## src/rtl/alp_issuer_pkg.sv

```systemverilog
// alp_issuer_pkg: shared types and constants for the ALP command issuer.
//   state_t - sequencing states of the issuer FSM
//   CNT_W   - width of the shared phase down-counter
//   OP_W    - ALP opcode width
//   DATA_W  - ALP data / register width
package alp_issuer_pkg;

    localparam int unsigned CNT_W  = 8;
    localparam int unsigned OP_W   = 3;
    localparam int unsigned DATA_W = 4;

    typedef enum logic [3:0] {
        IDLE,
        CLR,
        GAP_C,
        LOAD_A,
        GAP_A,
        LOAD_B,
        GAP_B,
        COMP,
        WAIT,
        RESP
    } state_t;

endpackage

```

## src/rtl/alp_cmd_issuer_if.sv

```systemverilog
// alp_cmd_issuer_if: command/response channel between a host and the issuer.
// Signal names are issuer-relative (i_ = into the issuer, o_ = out of it).
//   i_cmd_valid/o_cmd_ready         - command handshake
//   i_cmd_clr/i_cmd_op/i_cmd_a/i_cmd_b - command fields
//   o_rsp_valid/i_rsp_ready         - response handshake
//   o_rsp_r0/o_rsp_r1/o_rsp_err     - captured ALP results
// Modports: master = host side, slave = issuer side.
interface alp_cmd_issuer_if;
    import alp_issuer_pkg::*;

    logic              i_cmd_valid;
    logic              o_cmd_ready;
    logic              i_cmd_clr;
    logic [OP_W-1:0]   i_cmd_op;
    logic [DATA_W-1:0] i_cmd_a;
    logic [DATA_W-1:0] i_cmd_b;
    logic              o_rsp_valid;
    logic              i_rsp_ready;
    logic [DATA_W-1:0] o_rsp_r0;
    logic [DATA_W-1:0] o_rsp_r1;
    logic              o_rsp_err;

    modport master (
        output i_cmd_valid, i_cmd_clr, i_cmd_op, i_cmd_a, i_cmd_b, i_rsp_ready,
        input  o_cmd_ready, o_rsp_valid, o_rsp_r0, o_rsp_r1, o_rsp_err
    );

    modport slave (
        input  i_cmd_valid, i_cmd_clr, i_cmd_op, i_cmd_a, i_cmd_b, i_rsp_ready,
        output o_cmd_ready, o_rsp_valid, o_rsp_r0, o_rsp_r1, o_rsp_err
    );

endinterface

```

## src/rtl/alp_issuer_timer.sv

```systemverilog
// alp_issuer_timer: loadable down-counter timing each issuer phase.
//   clk        - system clock
//   i_rst_n    - synchronous active-low reset
//   i_load     - load i_load_val (takes priority over counting)
//   i_load_val - phase length in cycles
//   o_done     - current cycle is the last one of the phase (count == 1)
module alp_issuer_timer
    import alp_issuer_pkg::*;
(
    input  logic             clk,
    input  logic             i_rst_n,
    input  logic             i_load,
    input  logic [CNT_W-1:0] i_load_val,
    output logic             o_done
);

    logic [CNT_W-1:0] r_cnt;

    always_ff @(posedge clk) begin
        if (!i_rst_n) begin
            r_cnt <= '0;
        end else if (i_load) begin
            r_cnt <= i_load_val;
        end else if (r_cnt != '0) begin
            r_cnt <= r_cnt - CNT_W'(1);
        end
    end

    assign o_done = (r_cnt == CNT_W'(1));

endmodule

```

## src/rtl/alp_cmd_issuer.sv

```systemverilog
// alp_cmd_issuer: front-panel driver for the ALP. Accepts one command, pulses
// the ALP LOAD/COMP/CLR inputs, waits COMP_WAIT cycles and returns R0/R1/ERR.
//   clk, i_rst_n  - clock, synchronous active-low reset
//   host          - command/response channel (alp_cmd_issuer_if.slave)
//   o_OP, o_DATA_IN, o_LOAD, o_COMP, o_CLR - drive the ALP inputs
//   i_R0, i_R1, i_ERR                      - ALP results
//   o_busy        - high whenever the FSM is not in IDLE
// Optional: define ALP_ISSUER_STATS_EN to add o_cmd_cnt / o_err_cnt
// (saturating counts of accepted commands and consumed error responses).
module alp_cmd_issuer
    import alp_issuer_pkg::*;
#(
    parameter int unsigned PULSE_CYC = 2,
    parameter int unsigned GAP_CYC   = 1,
    parameter int unsigned COMP_WAIT = 8
) (
    input  logic              clk,
    input  logic              i_rst_n,
    alp_cmd_issuer_if.slave   host,
    output logic [OP_W-1:0]   o_OP,
    output logic [DATA_W-1:0] o_DATA_IN,
    output logic              o_LOAD,
    output logic              o_COMP,
    output logic              o_CLR,
    input  logic [DATA_W-1:0] i_R0,
    input  logic [DATA_W-1:0] i_R1,
    input  logic              i_ERR,
    output logic              o_busy
`ifdef ALP_ISSUER_STATS_EN
    ,
    output logic [15:0]       o_cmd_cnt,
    output logic [15:0]       o_err_cnt
`endif
);

    state_t            r_state;
    state_t            w_next;

    logic              r_clr;
    logic [OP_W-1:0]   r_op;
    logic [DATA_W-1:0] r_a;
    logic [DATA_W-1:0] r_b;

    logic              r_cmd_ready;
    logic              r_busy;
    logic              r_rsp_valid;
    logic [DATA_W-1:0] r_rsp_r0;
    logic [DATA_W-1:0] r_rsp_r1;
    logic              r_rsp_err;
    logic [OP_W-1:0]   r_OP;
    logic [DATA_W-1:0] r_DATA_IN;
    logic              r_LOAD;
    logic              r_COMP;
    logic              r_CLR;

    logic              w_accept;
    logic              w_consume;
    logic              w_done;
    logic              w_tmr_load;
    logic [CNT_W-1:0]  w_tmr_val;

    assign w_accept  = host.i_cmd_valid && r_cmd_ready;
    assign w_consume = r_rsp_valid && host.i_rsp_ready;

    alp_issuer_timer u_timer (
        .clk        (clk),
        .i_rst_n    (i_rst_n),
        .i_load     (w_tmr_load),
        .i_load_val (w_tmr_val),
        .o_done     (w_done)
    );

    always_ff @(posedge clk) begin
        if (!i_rst_n) begin
            r_state <= IDLE;
        end else begin
            r_state <= w_next;
        end
    end

    // Next state plus timer reload: the counter is reloaded with the length
    // of the phase being entered on every state change.
    always_comb begin
        w_next     = r_state;
        w_tmr_load = 1'b0;
        w_tmr_val  = '0;
        unique case (r_state)
            IDLE:    if (w_accept) w_next = host.i_cmd_clr ? CLR : LOAD_A;
            CLR:     if (w_done) w_next = GAP_C;
            GAP_C:   if (w_done) w_next = WAIT;
            LOAD_A:  if (w_done) w_next = GAP_A;
            GAP_A:   if (w_done) w_next = LOAD_B;
            LOAD_B:  if (w_done) w_next = GAP_B;
            GAP_B:   if (w_done) w_next = COMP;
            COMP:    if (w_done) w_next = WAIT;
            WAIT:    if (w_done) w_next = RESP;
            RESP:    if (w_consume) w_next = IDLE;
            default: w_next = IDLE;
        endcase
        w_tmr_load = (w_next != r_state);
        unique case (w_next)
            CLR, LOAD_A, LOAD_B, COMP: w_tmr_val = CNT_W'(PULSE_CYC);
            GAP_C, GAP_A, GAP_B:       w_tmr_val = CNT_W'(GAP_CYC);
            WAIT:                      w_tmr_val = CNT_W'(COMP_WAIT);
            default:                   w_tmr_val = '0;
        endcase
    end

    always_ff @(posedge clk) begin
        if (!i_rst_n) begin
            r_clr <= 1'b0;
            r_op  <= '0;
            r_a   <= '0;
            r_b   <= '0;
        end else if (w_accept) begin
            r_clr <= host.i_cmd_clr;
            r_op  <= host.i_cmd_op;
            r_a   <= host.i_cmd_a;
            r_b   <= host.i_cmd_b;
        end
    end

    // Output stage. ALP drives and the response are registered from the
    // current state, so they trail the state by one cycle; this extra cycle
    // is what makes the accept-to-valid latency PULSE/GAP/WAIT sum + 1.
    // The response is captured on the cycle valid rises, i.e. COMP_WAIT
    // full cycles after o_COMP (or o_CLR) has fallen at the ALP.
    // Ready/busy are registered from the next state so a command can be
    // accepted the cycle right after a consume.
    always_ff @(posedge clk) begin
        if (!i_rst_n) begin
            r_cmd_ready <= 1'b1;
            r_busy      <= 1'b0;
            r_rsp_valid <= 1'b0;
            r_rsp_r0    <= '0;
            r_rsp_r1    <= '0;
            r_rsp_err   <= 1'b0;
            r_OP        <= '0;
            r_DATA_IN   <= '0;
            r_LOAD      <= 1'b0;
            r_COMP      <= 1'b0;
            r_CLR       <= 1'b0;
        end else begin
            r_cmd_ready <= (w_next == IDLE);
            r_busy      <= (w_next != IDLE);
            r_CLR       <= (r_state == CLR);
            r_LOAD      <= (r_state == LOAD_A) || (r_state == LOAD_B);
            r_COMP      <= (r_state == COMP);
            r_OP        <= ((r_state == IDLE) || r_clr) ? '0 : r_op;
            unique case (r_state)
                LOAD_A, GAP_A:   r_DATA_IN <= r_a;
                LOAD_B, GAP_B:   r_DATA_IN <= r_b;
                IDLE, CLR, GAP_C: r_DATA_IN <= '0;
                default:         r_DATA_IN <= r_DATA_IN;
            endcase
            if ((r_state == RESP) && !r_rsp_valid) begin
                r_rsp_valid <= 1'b1;
                r_rsp_r0    <= i_R0;
                r_rsp_r1    <= i_R1;
                r_rsp_err   <= i_ERR;
            end else if (w_consume) begin
                r_rsp_valid <= 1'b0;
            end
        end
    end

    assign host.o_cmd_ready = r_cmd_ready;
    assign host.o_rsp_valid = r_rsp_valid;
    assign host.o_rsp_r0    = r_rsp_r0;
    assign host.o_rsp_r1    = r_rsp_r1;
    assign host.o_rsp_err   = r_rsp_err;
    assign o_OP             = r_OP;
    assign o_DATA_IN        = r_DATA_IN;
    assign o_LOAD           = r_LOAD;
    assign o_COMP           = r_COMP;
    assign o_CLR            = r_CLR;
    assign o_busy           = r_busy;

`ifdef ALP_ISSUER_STATS_EN
    logic [15:0] r_cmd_cnt;
    logic [15:0] r_err_cnt;

    always_ff @(posedge clk) begin
        if (!i_rst_n) begin
            r_cmd_cnt <= '0;
            r_err_cnt <= '0;
        end else begin
            if (w_accept && (r_cmd_cnt != '1)) begin
                r_cmd_cnt <= r_cmd_cnt + 16'd1;
            end
            if (w_consume && r_rsp_err && (r_err_cnt != '1)) begin
                r_err_cnt <= r_err_cnt + 16'd1;
            end
        end
    end

    assign o_cmd_cnt = r_cmd_cnt;
    assign o_err_cnt = r_err_cnt;
`endif

endmodule

```

## src/flat_wrapper.sv

```systemverilog
// flat-port wrapper written by rule: the top's interface ports become plain ports
module alp_cmd_issuer_flat import alp_issuer_pkg::*;
#(
    parameter int unsigned PULSE_CYC = 2,
    parameter int unsigned GAP_CYC   = 1,
    parameter int unsigned COMP_WAIT = 8
)
  (clk, i_rst_n, o_OP, o_DATA_IN, o_LOAD, o_COMP, o_CLR, i_R0, i_R1, i_ERR, o_busy, host_i_cmd_valid, host_i_cmd_clr, host_i_cmd_op, host_i_cmd_a, host_i_cmd_b, host_i_rsp_ready, host_o_cmd_ready, host_o_rsp_valid, host_o_rsp_r0, host_o_rsp_r1, host_o_rsp_err);
  alp_cmd_issuer_if host_i ();
  input  logic clk;
  input  logic i_rst_n;
  output logic [OP_W-1:0] o_OP;
  output logic [DATA_W-1:0] o_DATA_IN;
  output logic o_LOAD;
  output logic o_COMP;
  output logic o_CLR;
  input  logic [DATA_W-1:0] i_R0;
  input  logic [DATA_W-1:0] i_R1;
  input  logic i_ERR;
  output logic o_busy;
  input wire logic [$bits(host_i.i_cmd_valid)-1:0] host_i_cmd_valid;
  input wire logic [$bits(host_i.i_cmd_clr)-1:0] host_i_cmd_clr;
  input wire logic [$bits(host_i.i_cmd_op)-1:0] host_i_cmd_op;
  input wire logic [$bits(host_i.i_cmd_a)-1:0] host_i_cmd_a;
  input wire logic [$bits(host_i.i_cmd_b)-1:0] host_i_cmd_b;
  input wire logic [$bits(host_i.i_rsp_ready)-1:0] host_i_rsp_ready;
  output wire logic [$bits(host_i.o_cmd_ready)-1:0] host_o_cmd_ready;
  output wire logic [$bits(host_i.o_rsp_valid)-1:0] host_o_rsp_valid;
  output wire logic [$bits(host_i.o_rsp_r0)-1:0] host_o_rsp_r0;
  output wire logic [$bits(host_i.o_rsp_r1)-1:0] host_o_rsp_r1;
  output wire logic [$bits(host_i.o_rsp_err)-1:0] host_o_rsp_err;
  assign host_i.i_cmd_valid = host_i_cmd_valid;
  assign host_i.i_cmd_clr = host_i_cmd_clr;
  assign host_i.i_cmd_op = host_i_cmd_op;
  assign host_i.i_cmd_a = host_i_cmd_a;
  assign host_i.i_cmd_b = host_i_cmd_b;
  assign host_i.i_rsp_ready = host_i_rsp_ready;
  assign host_o_cmd_ready = host_i.o_cmd_ready;
  assign host_o_rsp_valid = host_i.o_rsp_valid;
  assign host_o_rsp_r0 = host_i.o_rsp_r0;
  assign host_o_rsp_r1 = host_i.o_rsp_r1;
  assign host_o_rsp_err = host_i.o_rsp_err;
  alp_cmd_issuer #(.PULSE_CYC(PULSE_CYC), .GAP_CYC(GAP_CYC), .COMP_WAIT(COMP_WAIT)) u_core (.clk(clk), .i_rst_n(i_rst_n), .host(host_i), .o_OP(o_OP), .o_DATA_IN(o_DATA_IN), .o_LOAD(o_LOAD), .o_COMP(o_COMP), .o_CLR(o_CLR), .i_R0(i_R0), .i_R1(i_R1), .i_ERR(i_ERR), .o_busy(o_busy));
endmodule
```

## config.mk

```make
export PLATFORM = sky130hd
export DESIGN_NAME = alp_cmd_issuer_flat
export DESIGN_NICKNAME = d
export VERILOG_FILES = /design/src/rtl/alp_issuer_pkg.sv /design/src/rtl/alp_cmd_issuer_if.sv /design/src/rtl/alp_issuer_timer.sv /design/src/rtl/alp_cmd_issuer.sv /design/src/flat_wrapper.sv
export SDC_FILE = /design/constraint.sdc
export NUM_CORES = 1
export LEC_CHECK = 0
export CAP_MARGIN = 20
export CORE_ASPECT_RATIO = 0.8
export CORE_MARGIN = 3
export CORE_UTILIZATION = 45
export DETAILED_ROUTE_END_ITERATION = 8
export PLACE_DENSITY = 0.72
export SLEW_MARGIN = 0
export SYNTH_ARGS = -nofsm -noshare
export SYNTH_HDL_FRONTEND = slang
export SYNTH_HIERARCHICAL = 1
export SYNTH_SLANG_ARGS = --single-unit
```

## constraint.sdc

```tcl
create_clock -name clk -period 2.8 [get_ports clk]
set_input_delay 0.56 -clock clk [delete_from_list [all_inputs] [get_ports clk]]
set_output_delay 0.56 -clock clk [all_outputs]
set_load 0.02 [all_outputs]
```

==> run_results.csv <==
group,metric,value,unit
final_layout,final_nets,323,
placement,placed_area,0.00274,sq mm
final_layout,layout.cells.non_filler,356,
cts,clk_latency,0.29,ns
synth,syn_avg_cell_area,9.06,sq um
setup_path,cp_num_buf_inv,1,
route,vias,1783,
sta,setup_viol,0,
synth,syn_inst,242,
placement,place_ws,0.111,ns
die,die_w,84.0,um
setup_path,startpoint_type,"flip-flop",
setup_path,reg2reg_from,"u_core/u_timer/r_cnt[4]",
sta,period_minus_slack,2.57,ns
die,die_area,0.00575,sq mm
cts,path_clk_slew,0.08,ns
final_layout,antenna_cells,0,
sta,setup_tns,0,ns
setup_path,end_kind,"flip-flop",
cts,cts_tree,"yes",
synth,netlist_area,0.00219,sq mm
final_layout,num-fill-cells,428,
route,wire_per_inst,12.8,um
setup_path,cp.required,3.00,ns
power,ir_worst_vdd,0.000519,V
cts,cts_buffers,5,
setup_path,cp.arrival,2.77,ns
hold_path,hp-class,"reg -> reg",
global_route,grt_pass1_vias,1625,
final_layout,drive_gt1_share,12.5,%
global_route,antenna_found_initial,0,
power,p_total,2.26,mW
die,dieHeight,68.4,um
sta,rsz0062_at_grt,"no",
synth,yosys_warnings,6,
sta,layout_setup_ws,0.228,ns
setup_path,cp_slowest_stage_delay,0.43,ns
power,p_per_area,788,mW/mm^2
final_layout,final_area,0.00286,sq mm
hold_path,whs_path_depth,1,
cts,post_cts_buffers,0,
route,vias_per_cell,5.01,
setup_path,worstSetupPathType,"reg -> reg",
setup_path,r2r-end,"u_core/u_timer/r_cnt[3]",
route,ant_nets,0,
route,totalWireLength,4.55,mm
sta,final.period_utilization,91.9,%
die,rows,22,
setup_path,crit_family,"compound AO/OA/AOI/OAI gates",
die,core_area,0.00465,sq mm
placement,hpwl,3.31,mm
cts,hold_buffers,0,
sta,whs,0.456,ns
cts,clkSinkCount,46,
setup_path,crit_end,"u_core/u_timer/r_cnt[3]",
sta,worst_pin_slew,0.585,ns
die,io_pins,47,
setup_path,crit_path_frequent_cell,"a211oi_1",
placement,gp_congestion,0.782,
setup_path,r2r_cells,10,
sta,hold_viol,0,
setup_path,cp_cell_sequence,"nor4_4 > and3_4 > nand2_1 > a2111oi_2 > a211oi_1 > o221ai_2 > inv_2 > nand4_2 > nand2_2 > a211oi_1",
placement,place_inst,348,
die,initial_utilization,47.1,%
setup_path,crit_fanout,11,
flow_run,drv_cap,0,
synth,ys_seq_area_share,42.0,%
sta,fmax,389,MHz
sta,skew,0.00552,ns
synth,ys_seq_elements,46,
sta,maxSlewHeadroom,60.9,%
final_layout,syn2layout_area_growth,30.7,%
setup_path,crit_slowest_cell,"a2111oi_2",
cts,clockBufferDepth,2,
placement,io_buffers,46,
route,drtIter0Drc,78,
sta,slew_viol_final,0,
global_route,grt_overflow_total,0,
setup_path,rrSetupSlack,0.23,ns
cts,root_buffer,"clkbuf_8",
route,drc,0,
route,dr.pass1.iters,4,
cts,h-tree-depth,2,
setup_path,critical_path_depth,10,
global_route,grt_max_degree,18,
synth,yosys.cell_types.count,50,
power,leakage,1.13,nW
global_route,track_usage,16.1,%
global_route,grt_pass1_wl,7.42,mm
final_layout,mostFrequentLayoutCells,"clkdlybuf4s50_1, dfxtp_1, nand2_1, nor2_1",
final_layout,fin_util,61.6,%
setup_path,startpoint,"u_core/u_timer/r_cnt[4]",
outcome,status,"completed",
-- per-layer routing --
metal | vias up | global-route usage, % | routed length (um)
met5 | - | 0 | 0
met4 | 0 | 4.22 | 23
met3 | 2 | 5.05 | 272
met2 | 47 | 23.9 | 1880
met1 | 805 | 22.6 | 2380
li1 | 929 | - | -
-- sequential cells by signal, summed over array words and instances, names as in the netlist --
register / flops
u_core/u_timer/r_cnt: 8
u_core/host.o_rsp_r0: 4
u_core/host.o_rsp_r1: 4
u_core/o_DATA_IN: 4
u_core/r_a: 4
u_core/r_b: 4
u_core/r_state: 4
u_core/o_OP: 3
u_core/r_op: 3
u_core/host.o_cmd_ready: 1
u_core/host.o_rsp_err: 1
u_core/host.o_rsp_valid: 1
u_core/o_CLR: 1
u_core/o_COMP: 1
u_core/o_LOAD: 1
u_core/o_busy: 1
u_core/r_clr: 1
-- synth_stat cells (all sizes together) --
cell type,number,area (sq um)
a31o,1,8.76
nand4,1,12.5
and2,9,57.6
o31ai,2,15.0
clkbuf,6,22.5
o31a,1,8.76
xnor2,4,35.0
xor2,4,35.0
a2111oi,1,15.0
and3,3,20.0
dfxtp,46,921
nor3b,5,47.5
o311ai,1,16.3
nor2b,10,62.6
nand3b,3,22.5
nand3,1,5.00
nor3,3,20.0
o21a,1,7.51
and2b,1,8.76
mux2i,12,120
inv,4,15.0
nor2,16,60.1
nand4b,1,8.76
o311a,1,10.0
conb,1,3.75
nand2b,3,18.8
nor4,1,21.3
o21ai,11,55.1
a21boi,14,105
ha,3,37.5
buf,8,51.3
nand2,37,141
mux2,4,45.0
a211o,1,8.76
a21o,1,7.51
o221ai,2,17.5
a211oi,5,52.6
a21oi,13,65.1
a31oi,1,6.26
-- kinds of logic after synthesis --
kind of cell             after synthesis  synth area share (%)
XOR/XNOR                               8                  3.20
other                                  1                 0.171
AO/OA/AOI/OAI                         56                  18.2
multiplexers                          16                  7.53
adder cells (fa/ha/maj)                3                  1.71
buffers and inverters                 18                  4.05
AND/OR/NAND/NOR                       94                  23.1
flip-flops                            46                  42.0
-- where the power goes --
| part | switching (mW) | internal (mW) |
|---|---|---|
| clock | 0.221 | 0.266 |
| sequential | 0.121 | 0.757 |
| combinational | 0.454 | 0.439 |
-- worst min-delay path by stage --
stage	end	from	slack, ns
floorplan	u_core/o_OP[0]	u_core/r_op[0]	0.43
global placement	u_core/o_OP[1]	u_core/r_op[1]	0.44
detailed placement	u_core/o_OP[1]	u_core/r_op[1]	0.45
CTS	u_core/o_OP[1]	u_core/r_op[1]	0.46
global route	u_core/o_OP[1]	u_core/r_op[1]	0.50
finish	u_core/o_OP[1]	u_core/r_op[1]	0.46
-- what timing repair did --
item	CTS	global route
hold endpoints to repair	0	0
resized for setup	0	2
endpoints found under the setup margin	0	7
-- area by class of cell --
| type | instances | area, sq um | area share [%] |
|---|---|---|---|
| Multi-Input combinational cell | 182 | 1210 | 42.2 |
| Sequential cell | 46 | 921 | 32.2 |
| Timing Repair Buffer | 56 | 536 | 18.7 |
| Tap cell | 60 | 75.1 | 2.62 |
| Clock buffer | 6 | 72.6 | 2.53 |
| Clock inverter | 2 | 37.5 | 1.31 |
| Inverter | 4 | 15.0 | 0.524 |
No activity file was read; power rests on OpenSTA's default activity.
